File: src/rtl/fetch_ctrl_if.sv
// fetch_ctrl_if: bundles the fetch sequencer's control, memory and instruction-buffer signals.
//
// Signals:
//   redirect_valid/redirect_target    branch/exception redirect (target bits [1:0] ignored)
//   ibuf_count                        instruction buffer occupancy
//   mem_stall                         backend stall, blocks new requests
//   fetch_req_valid/ready/addr        request channel to the instruction memory arbiter
//   fetch_resp_valid/data             single-cycle response from the arbiter
//   aligned_instr/_valid/aligned_pc   instruction pair to the instruction buffer
//   clear_ibuffer                     one-cycle flush pulse to the instruction buffer
//   perf_req_cnt/perf_drop_cnt        optional performance counters
//
// Modports:
//   master  fetch sequencer side (drives requests and aligned output)
//   slave   environment side (arbiter, instruction buffer, backend)

interface fetch_ctrl_if #(
  parameter int unsigned CNT_W = 6
);
  logic             redirect_valid;
  logic [63:0]      redirect_target;
  logic [CNT_W-1:0] ibuf_count;
  logic             mem_stall;
  logic             fetch_req_valid;
  logic             fetch_req_ready;
  logic [63:0]      fetch_req_addr;
  logic             fetch_resp_valid;
  logic [63:0]      fetch_resp_data;
  logic [63:0]      aligned_instr;
  logic [1:0]       aligned_instr_valid;
  logic [63:0]      aligned_pc;
  logic             clear_ibuffer;
  logic [31:0]      perf_req_cnt;
  logic [31:0]      perf_drop_cnt;

  modport master (
    input  redirect_valid,
    input  redirect_target,
    input  ibuf_count,
    input  mem_stall,
    output fetch_req_valid,
    input  fetch_req_ready,
    output fetch_req_addr,
    input  fetch_resp_valid,
    input  fetch_resp_data,
    output aligned_instr,
    output aligned_instr_valid,
    output aligned_pc,
    output clear_ibuffer,
    output perf_req_cnt,
    output perf_drop_cnt
  );

  modport slave (
    output redirect_valid,
    output redirect_target,
    output ibuf_count,
    output mem_stall,
    input  fetch_req_valid,
    output fetch_req_ready,
    input  fetch_req_addr,
    output fetch_resp_valid,
    output fetch_resp_data,
    input  aligned_instr,
    input  aligned_instr_valid,
    input  aligned_pc,
    input  clear_ibuffer,
    input  perf_req_cnt,
    input  perf_drop_cnt
  );
endinterface

File: src/rtl/fetch_ctrl.sv
// fetch_ctrl: front-end fetch sequencer.
//
// Owns the fetch PC and issues 8-byte-aligned requests to the instruction memory arbiter, one
// outstanding at a time. Each response is turned into an aligned instruction pair (two
// instructions, or only the upper one when the PC points into the upper word). Requests are
// throttled on instruction buffer free space and on mem_stall. A redirect reloads the PC,
// flushes the instruction buffer and discards any response still in flight.
//
// Ports:
//   clock   system clock
//   reset   asynchronous active-high reset
//   bus     fetch_ctrl_if.master (redirect, ibuf status, request/response, aligned output,
//           flush pulse, perf counters)
//
// Parameters:
//   RESET_PC    fetch PC after reset
//   IBUF_DEPTH  instruction buffer capacity in entries
//   CNT_W       width of ibuf_count
//
// Build option:
//   FETCH_PERF_CNT_EN  when defined, perf_req_cnt / perf_drop_cnt count request handshakes
//                      and discarded responses; otherwise both ports are tied to zero.

module fetch_ctrl #(
  parameter logic [63:0] RESET_PC   = 64'h0000_0000_8000_0000,
  parameter int unsigned IBUF_DEPTH = 24,
  parameter int unsigned CNT_W      = 6
) (
  input logic          clock,
  input logic          reset,
  fetch_ctrl_if.master bus
);

  typedef enum logic [1:0] {
    StIdle,  // nothing outstanding
    StReq,   // request presented to the arbiter
    StWait,  // request accepted, response pending
    StDrop   // response pending but stale after a redirect
  } state_e;

  state_e state_q, state_d;

  logic [63:0] pc_q, pc_d;
  logic [63:0] req_pc_q, req_pc_d;
  logic [63:0] instr_q, instr_d;
  logic [63:0] apc_q, apc_d;
  logic [1:0]  avalid_q, avalid_d;
  logic        clear_q, clear_d;

  logic [CNT_W-1:0] ibuf_count;
  logic             free_ok;
  logic             can_issue;
  logic             req_fire;
  logic             resp_drop;
  logic             unused_tgt_lsb;

  assign ibuf_count = bus.ibuf_count;

  // Four free slots: one response in flight plus one write still settling inside the buffer.
  // Widened by one bit so an occupancy above IBUF_DEPTH never wraps into "free".
  assign free_ok = ({1'b0, 32'(ibuf_count)} + 33'd4) <= {1'b0, 32'(IBUF_DEPTH)};

  assign can_issue = free_ok && !bus.mem_stall && !bus.redirect_valid;
  assign req_fire  = (state_q == StReq) && bus.fetch_req_ready;

  // Low target bits are architecturally ignored.
  assign unused_tgt_lsb = ^bus.redirect_target[1:0];

  always_comb begin
    state_d   = state_q;
    pc_d      = pc_q;
    req_pc_d  = req_pc_q;
    instr_d   = '0;
    apc_d     = '0;
    avalid_d  = 2'b00;
    clear_d   = 1'b0;
    resp_drop = 1'b0;

    unique case (state_q)
      StIdle: begin
        if (can_issue) begin
          state_d = StReq;
        end
      end

      StReq: begin
        if (req_fire) begin
          req_pc_d = pc_q;
          state_d  = bus.redirect_valid ? StDrop : StWait;
        end else if (bus.redirect_valid) begin
          state_d = StIdle;
        end
      end

      StWait: begin
        if (bus.fetch_resp_valid) begin
          state_d = StIdle;
          if (bus.redirect_valid) begin
            resp_drop = 1'b1;
          end else if (!req_pc_q[2]) begin
            instr_d  = bus.fetch_resp_data;
            avalid_d = 2'b11;
            apc_d    = req_pc_q;
            pc_d     = req_pc_q + 64'd8;
          end else begin
            // PC points at the upper word: only that instruction is valid.
            instr_d  = {32'b0, bus.fetch_resp_data[63:32]};
            avalid_d = 2'b01;
            apc_d    = req_pc_q;
            pc_d     = {req_pc_q[63:3], 3'b000} + 64'd8;
          end
        end else if (bus.redirect_valid) begin
          state_d = StDrop;
        end
      end

      StDrop: begin
        if (bus.fetch_resp_valid) begin
          resp_drop = 1'b1;
          state_d   = StIdle;
        end
      end

      default: state_d = StIdle;
    endcase

    // Redirect overrides everything above, including a same-cycle PC advance.
    if (bus.redirect_valid) begin
      pc_d     = {bus.redirect_target[63:2], 2'b00};
      clear_d  = 1'b1;
      avalid_d = 2'b00;
      instr_d  = '0;
      apc_d    = '0;
    end
  end

  always_ff @(posedge clock or posedge reset) begin
    if (reset) begin
      state_q  <= StIdle;
      pc_q     <= RESET_PC;
      req_pc_q <= '0;
      instr_q  <= '0;
      apc_q    <= '0;
      avalid_q <= 2'b00;
      clear_q  <= 1'b0;
    end else begin
      state_q  <= state_d;
      pc_q     <= pc_d;
      req_pc_q <= req_pc_d;
      instr_q  <= instr_d;
      apc_q    <= apc_d;
      avalid_q <= avalid_d;
      clear_q  <= clear_d;
    end
  end

  assign bus.fetch_req_valid     = (state_q == StReq);
  assign bus.fetch_req_addr      = {pc_q[63:3], 3'b000};
  assign bus.aligned_instr       = instr_q;
  assign bus.aligned_instr_valid = avalid_q;
  assign bus.aligned_pc          = apc_q;
  assign bus.clear_ibuffer       = clear_q;

`ifdef FETCH_PERF_CNT_EN
  logic [31:0] req_cnt_q;
  logic [31:0] drop_cnt_q;

  // Cleared only by reset; redirects leave them running.
  always_ff @(posedge clock or posedge reset) begin
    if (reset) begin
      req_cnt_q  <= '0;
      drop_cnt_q <= '0;
    end else begin
      if (req_fire) begin
        req_cnt_q <= req_cnt_q + 32'd1;
      end
      if (resp_drop) begin
        drop_cnt_q <= drop_cnt_q + 32'd1;
      end
    end
  end

  assign bus.perf_req_cnt  = req_cnt_q;
  assign bus.perf_drop_cnt = drop_cnt_q;
`else
  logic unused_perf;
  assign unused_perf       = resp_drop;
  assign bus.perf_req_cnt  = '0;
  assign bus.perf_drop_cnt = '0;
`endif

endmodule

File: src/flat_wrapper.sv
// flat-port wrapper written by rule: the top's interface ports become plain ports
module fetch_ctrl_flat 
#(
  parameter logic [63:0] RESET_PC   = 64'h0000_0000_8000_0000,
  parameter int unsigned IBUF_DEPTH = 24,
  parameter int unsigned CNT_W      = 6
)
  (clock, reset, bus_redirect_valid, bus_redirect_target, bus_ibuf_count, bus_mem_stall, bus_fetch_req_valid, bus_fetch_req_ready, bus_fetch_req_addr, bus_fetch_resp_valid, bus_fetch_resp_data, bus_aligned_instr, bus_aligned_instr_valid, bus_aligned_pc, bus_clear_ibuffer, bus_perf_req_cnt, bus_perf_drop_cnt);
  fetch_ctrl_if #(.CNT_W(CNT_W)) bus_i ();
  input logic clock;
  input logic reset;
  input wire logic [$bits(bus_i.redirect_valid)-1:0] bus_redirect_valid;
  input wire logic [$bits(bus_i.redirect_target)-1:0] bus_redirect_target;
  input wire logic [$bits(bus_i.ibuf_count)-1:0] bus_ibuf_count;
  input wire logic [$bits(bus_i.mem_stall)-1:0] bus_mem_stall;
  output wire logic [$bits(bus_i.fetch_req_valid)-1:0] bus_fetch_req_valid;
  input wire logic [$bits(bus_i.fetch_req_ready)-1:0] bus_fetch_req_ready;
  output wire logic [$bits(bus_i.fetch_req_addr)-1:0] bus_fetch_req_addr;
  input wire logic [$bits(bus_i.fetch_resp_valid)-1:0] bus_fetch_resp_valid;
  input wire logic [$bits(bus_i.fetch_resp_data)-1:0] bus_fetch_resp_data;
  output wire logic [$bits(bus_i.aligned_instr)-1:0] bus_aligned_instr;
  output wire logic [$bits(bus_i.aligned_instr_valid)-1:0] bus_aligned_instr_valid;
  output wire logic [$bits(bus_i.aligned_pc)-1:0] bus_aligned_pc;
  output wire logic [$bits(bus_i.clear_ibuffer)-1:0] bus_clear_ibuffer;
  output wire logic [$bits(bus_i.perf_req_cnt)-1:0] bus_perf_req_cnt;
  output wire logic [$bits(bus_i.perf_drop_cnt)-1:0] bus_perf_drop_cnt;
  assign bus_i.redirect_valid = bus_redirect_valid;
  assign bus_i.redirect_target = bus_redirect_target;
  assign bus_i.ibuf_count = bus_ibuf_count;
  assign bus_i.mem_stall = bus_mem_stall;
  assign bus_fetch_req_valid = bus_i.fetch_req_valid;
  assign bus_i.fetch_req_ready = bus_fetch_req_ready;
  assign bus_fetch_req_addr = bus_i.fetch_req_addr;
  assign bus_i.fetch_resp_valid = bus_fetch_resp_valid;
  assign bus_i.fetch_resp_data = bus_fetch_resp_data;
  assign bus_aligned_instr = bus_i.aligned_instr;
  assign bus_aligned_instr_valid = bus_i.aligned_instr_valid;
  assign bus_aligned_pc = bus_i.aligned_pc;
  assign bus_clear_ibuffer = bus_i.clear_ibuffer;
  assign bus_perf_req_cnt = bus_i.perf_req_cnt;
  assign bus_perf_drop_cnt = bus_i.perf_drop_cnt;
  fetch_ctrl #(.RESET_PC(RESET_PC), .IBUF_DEPTH(IBUF_DEPTH), .CNT_W(CNT_W)) u_core (.clock(clock), .reset(reset), .bus(bus_i));
endmodule
File: config.mk
export PLATFORM = sky130hd
export DESIGN_NAME = fetch_ctrl_flat
export DESIGN_NICKNAME = d
export VERILOG_FILES = /design/src/rtl/fetch_ctrl_if.sv /design/src/rtl/fetch_ctrl.sv /design/src/flat_wrapper.sv
export SDC_FILE = /design/constraint.sdc
export NUM_CORES = 1
export LEC_CHECK = 0
export BUFFER_PORTS_ARGS = -buffer_cell sky130_fd_sc_hd__buf_2
export CAP_MARGIN = 20
export CORE_AREA = 2 2 155 157
export CTS_BUF_LIST = sky130_fd_sc_hd__clkbuf_2
export DETAILED_ROUTE_END_ITERATION = 8
export DIE_AREA = 0 0 157 159
export PLACE_DENSITY = 0.83
export SYNTH_ARGS = -nofsm -noshare
export SYNTH_HDL_FRONTEND = slang
export SYNTH_SLANG_ARGS = --single-unit
File: constraint.sdc
create_clock -name clock -period 16 [get_ports clock]
set_clock_uncertainty 0.2 [all_clocks]
set_input_delay 0.8 -clock clock [delete_from_list [all_inputs] [get_ports clock]]
set_output_delay 0.8 -clock clock [all_outputs]
set_load 0.005 [all_outputs]
# --- Yosys cells after proc, flatten, opt, wreduce, memory -nomap -nowiden ---
# Index checks and enable logic that the tools add are counted.
totals:
  ff_bits: 261
  input_bits: 140
  out_inout_bits: 260
  word_cells: 53
op_classes:
  addsub: 3
  order_cmp: 1
  n_eq_ne: 7
  muxes: 24
  reduce_logical: 11
ops:
  columns: ["operator", "n"]
  rows:
  - ["$mux W64", 11]
  - ["$add A64 B4 Y64 const B", 2]
  - ["$le A33 B5 Y1 const B", 1]
  - ["$mux W2", 10]
  - ["$pmux W2 S4", 1]
  - ["$add A6 B3 Y7 const B", 1]
  - ["$eq A2 B2 Y1 const B", 2]
  - ["$reduce_and A2 Y1", 2]
  - ["$reduce_and A4 Y1", 1]
  - ["$reduce_bool A2 Y1", 2]
  - ["$logic_and A1 B1 Y1", 3]
  - ["$ne A3 B2 Y1 const B", 1]
  - ["$ne A3 B3 Y1 const B", 1]
  - ["$eq A2 B1 Y1 const B", 1]
  - ["$logic_not A1 Y1", 2]
  - ["$logic_not A2 Y1", 1]
  - ["$mux W1", 2]
  - ["$ne A2 B1 Y1 const B", 1]
  - ["$ne A2 B2 Y1 const B", 1]

# --- Depth between registers and ports, before layout ---
logic_depth:
  ltp_word: 6
  mapped_depth: 8
  depth_no_buf: 6

# --- Worst setup path before layout ---
# Ideal clock, no wire load.
synth_timing:
  path_kind: "input to register"
  startpoint: "in bus_fetch_resp_valid"
  endpoint: "reg u_core.instr_q[28] (netlist: u_core.bus.aligned_instr[28])"
  setup_time_ns: 0.132
  arrival_ns: 2.223
  required_ns: 15.668
  path_slack_ns: 13.445
  path_stages: 7
  n_path_buf: 4
  cell_sequence: "and3b_1 clkbuf_1 nand2b_1 clkbuf_1 buf_1 clkbuf_1 nor2_1"
synth_via:
  elab_chain_cells: 3
synth_lines:
  columns: ["element", "line_no", "rtl"]
  rows:
  - ["start: declaration", "flat_wrapper.sv:19", "input wire logic [$bits(bus_i.fetch_resp_valid)-1:0] bus_fetch_resp_valid;"]
  - ["$mux W64", "fetch_ctrl.sv:96", "if (bus.fetch_resp_valid) begin"]
  - ["$mux W64", "fetch_ctrl.sv:79", "unique case (state_q)"]
  - ["$mux W64", "fetch_ctrl.sv:128", "if (bus.redirect_valid) begin"]
  - ["via u_core.instr_d[28]", "fetch_ctrl.sv:45", "logic [63:0] instr_q, instr_d;"]
  - ["end signal: assignment", "fetch_ctrl.sv:150", "instr_q <= instr_d;"]
  - ["end: declaration", "fetch_ctrl.sv:45", null]
# The timed path passes the listed nets, and every way through them passes these cells.
# A chain may end at the register's enable or synchronous reset.

==> run_results.csv <==
group,metric,value,unit
setup_path,crit_required,16.56,ns
hold_path,min_path_type,"in -> reg",
power_and_ir_drop,vdd_drop_max,0.0662,mV
synthesis,synth_edf_count,0,
synthesis,syn_area,12400,um^2
global_route,grt_pass1_wl,56000,um
status,status,"complete, no violations",
timing,fin_crit,3.20,ns
placement,hpwlAfterDp,22100,um
clock_tree,worstSkewPairLatency,0.81,ns
synthesis,synth_seq_cells,261,
routing,antenna_left,0,
floorplanning,rows,56,
layout,seqCellArea,6530,um^2
synthesis,synth_common_cells,"dfrtp_1 (260), buf_4 (129), nand2_1 (91)",
timing,fmax,313,MHz
timing,hold_violations,0,
floorplanning,fp.dieH,159,um
synthesis,seq_area_frac_synth,52.8,%
floorplanning,start_util,53.3,%
clock_tree,cts_sinks,261,
routing,drc,0,
setup_path,cp-start-kind,"input port",
setup_path,arrival,3.76,ns
global_route,track_usage,28.6,%
timing,timing.hold.ws,0.0690,ns
layout,num-fill-cells,1736,
clock_tree,cts_root_buf,"clkbuf_2",
synthesis,synth_cell_types,53,
global_route,antenna_found_initial,2,
timing,maxSlewViolCount,0,
placement,post-place-ws,12.37,ns
clock_tree,htree_levels,3,
floorplanning,ios,400,
synthesis,ys_warn_count,0,
synthesis,synth_area_leader_cell,"dfrtp_1",
floorplanning,core_area,23200,um^2
timing,setup_slack,12.80,ns
synthesis,syn_area_per_cell,10.6,um^2
routing,drt_wl_total,36100,um
floorplanning,die_area,25000,um^2
placement,port_buffers,330,
synthesis,synthTopCellsByArea,"dfrtp_1 (53%), buf_4 (7.8%), mux2_2 (5.7%), and2_1 (4.6%), mux2i_1 (4.5%)",
layout,area_growth_syn_to_layout,22.8,%
synthesis,syn_inst,1162,
power_and_ir_drop,power,1890,uW
setup_path,worstPathMaxFanout,123,
setup_path,ff2ff_setup_slack,13.00,ns
timing,period_share,20.0,%
layout,nNetsFinal,1693,
synthesis,async_flop_share,100,%
global_route,grt_overflow,0,
global_route,grt_pass1_vias,10600,
timing,setup-violations-final,0,
routing,drt_iter0_markers,723,
synthesis,yosysMostFrequentCell,"dfrtp_1",
timing,slew_headroom,31.6,%
clock_tree,cts_tree,"yes",
timing,tightest_slew,1.03,ns
clock_tree,cts_max_path_buffers,3,
layout,multi_input_area,4840,um^2
floorplanning,dieWidth,157,um
routing,drt-vias-per-instance,5.38,
clock_tree,clkTransAtPathRegs,0.10,ns
synthesis,synth_top_flop_cell,"dfrtp_1",
routing,vias,10300,
timing,grt_setup_unrepaired,"no",
clock_tree,cts_buffers,70,
power_and_ir_drop,leakage,0.00793,uW
placement,gp_congestion,0.834,
layout,drive_above_1_share,33.0,%
synthesis,synth_top_area_share,52.6,%
timing,tns,0,ns
setup_path,crit_type,"in -> async",
flow_run,maxCapViolations,0,
layout,final_util,65.5,%
routing,wl_per_cell,18.8,um
global_route,grt_max_degree,124,
power_and_ir_drop,power.density,125,nW/um^2
routing,drt_pass1_iterations,5,
setup_path,cp-end-kind,"asynchronous set/reset pin",
path summary, 6_finish.rpt:
path	startpoint	to	depth (start not counted)
setup reg to reg	u_core.req_pc_q[5]	u_core.pc_q[60]	5
min in group asynchronous	reset	u_core.pc_q[22]	3
hold / removal	bus_redirect_target[59]	u_core.pc_q[59]	3
setup / recovery	reset	u_core.req_pc_q[31]	5
hold reg to reg	u_core.pc_q[63]	u_core.req_pc_q[63]	1
max in group clock	u_core.req_pc_q[5]	u_core.pc_q[60]	5
worst max-delay path: stages:
cell and delay [ns]:
dlygate4sd3_1 0.53, buf_2 0.15, inv_8 0.50, buf_4 0.76
buf_4 0.85
cells by family after synthesis:
| kind of cell | Yosys count | share of synthesized area, % |
|---|---|---|
| fa+ha+maj | 3 | 0.303 |
| other cells | 1 | 0.0303 |
| flops | 261 | 52.8 |
| compound gates | 106 | 5.22 |
| buf+inv | 205 | 10.2 |
| mux | 119 | 10.3 |
| simple gates | 445 | 19.6 |
| xor+xnor | 22 | 1.56 |
area by class of cell:
cell class                      instances  share of cell area [%]
Sequential cell                       261                    43.0
Clock buffer                           92                    3.03
Clock inverter                         26                    1.05
Timing Repair Buffer                  441                    18.0
Tap cell                              319                    2.63
Inverter                               14                   0.395
Multi-Input combinational cell        762                    31.9
Antenna cell                            2                  0.0329
layer usage:
metal  up-vias  share of wire (%)  global-route usage, %  wire length (um)
met5         -                  0                      0                 0
met4         0                4.0                   14.0              1460
met3       115                8.9                   8.49              3210
met2       528                 49                   47.4             17800
met1      5050                 38                   33.9             13600
li1       4625                  -                      -                 -
state kept, by name (all words and copies together) (netlist names):
name	cells
u_core.req_pc_q	64
u_core.bus.clear_ibuffer	1
u_core.pc_q	64
u_core.state_q	2
u_core.bus.aligned_instr	64
u_core.bus.aligned_pc	64
u_core.bus.aligned_instr_valid	2
cell usage in the layout, fill, tap and decap left out, drive strengths merged, types with 5 or more instances in the layout:
master       netlist  final
xnor2              8      8
nor3b             25     25
nor2              78     78
nor3              22     22
o31ai              5      5
a21oi             38     38
mux2              63     63
nand4             42     42
nor4              17     17
dlygate4sd3        0     99
inv               14     16
nand2             91     91
buf              140    342
and3               5      5
clkbuf            51     92
o21ai             33     33
mux2i             56     56
or4               12     12
conb               1     67
dfrtp            260    260
o211ai             6      6
clkinv             0     22
xor2              14     14
and2              90     90
nand3             41     41
or3                5      5
power by group:
group,switching [uW],internal (uW)
registers,157,783
clock network,281,189
logic,247,234
repair_timing:
action | 4_1_cts | 5_1_grt
gates resized for setup | 0 | 0
setup endpoints to repair | 0 | 0
hold endpoints to repair | 218 | 0
buffers inserted | 0 | 0
hold buffers | 99 | 0
stage by stage:
stage	cells	instance area (um^2)
after floorplan	1228	12600
after global placement	1697	13600
after detailed placement	1697	13600
after CTS	1914	15200
after global routing	1917	15200
final	1917	15200
(Power assumes the default switching activity.)
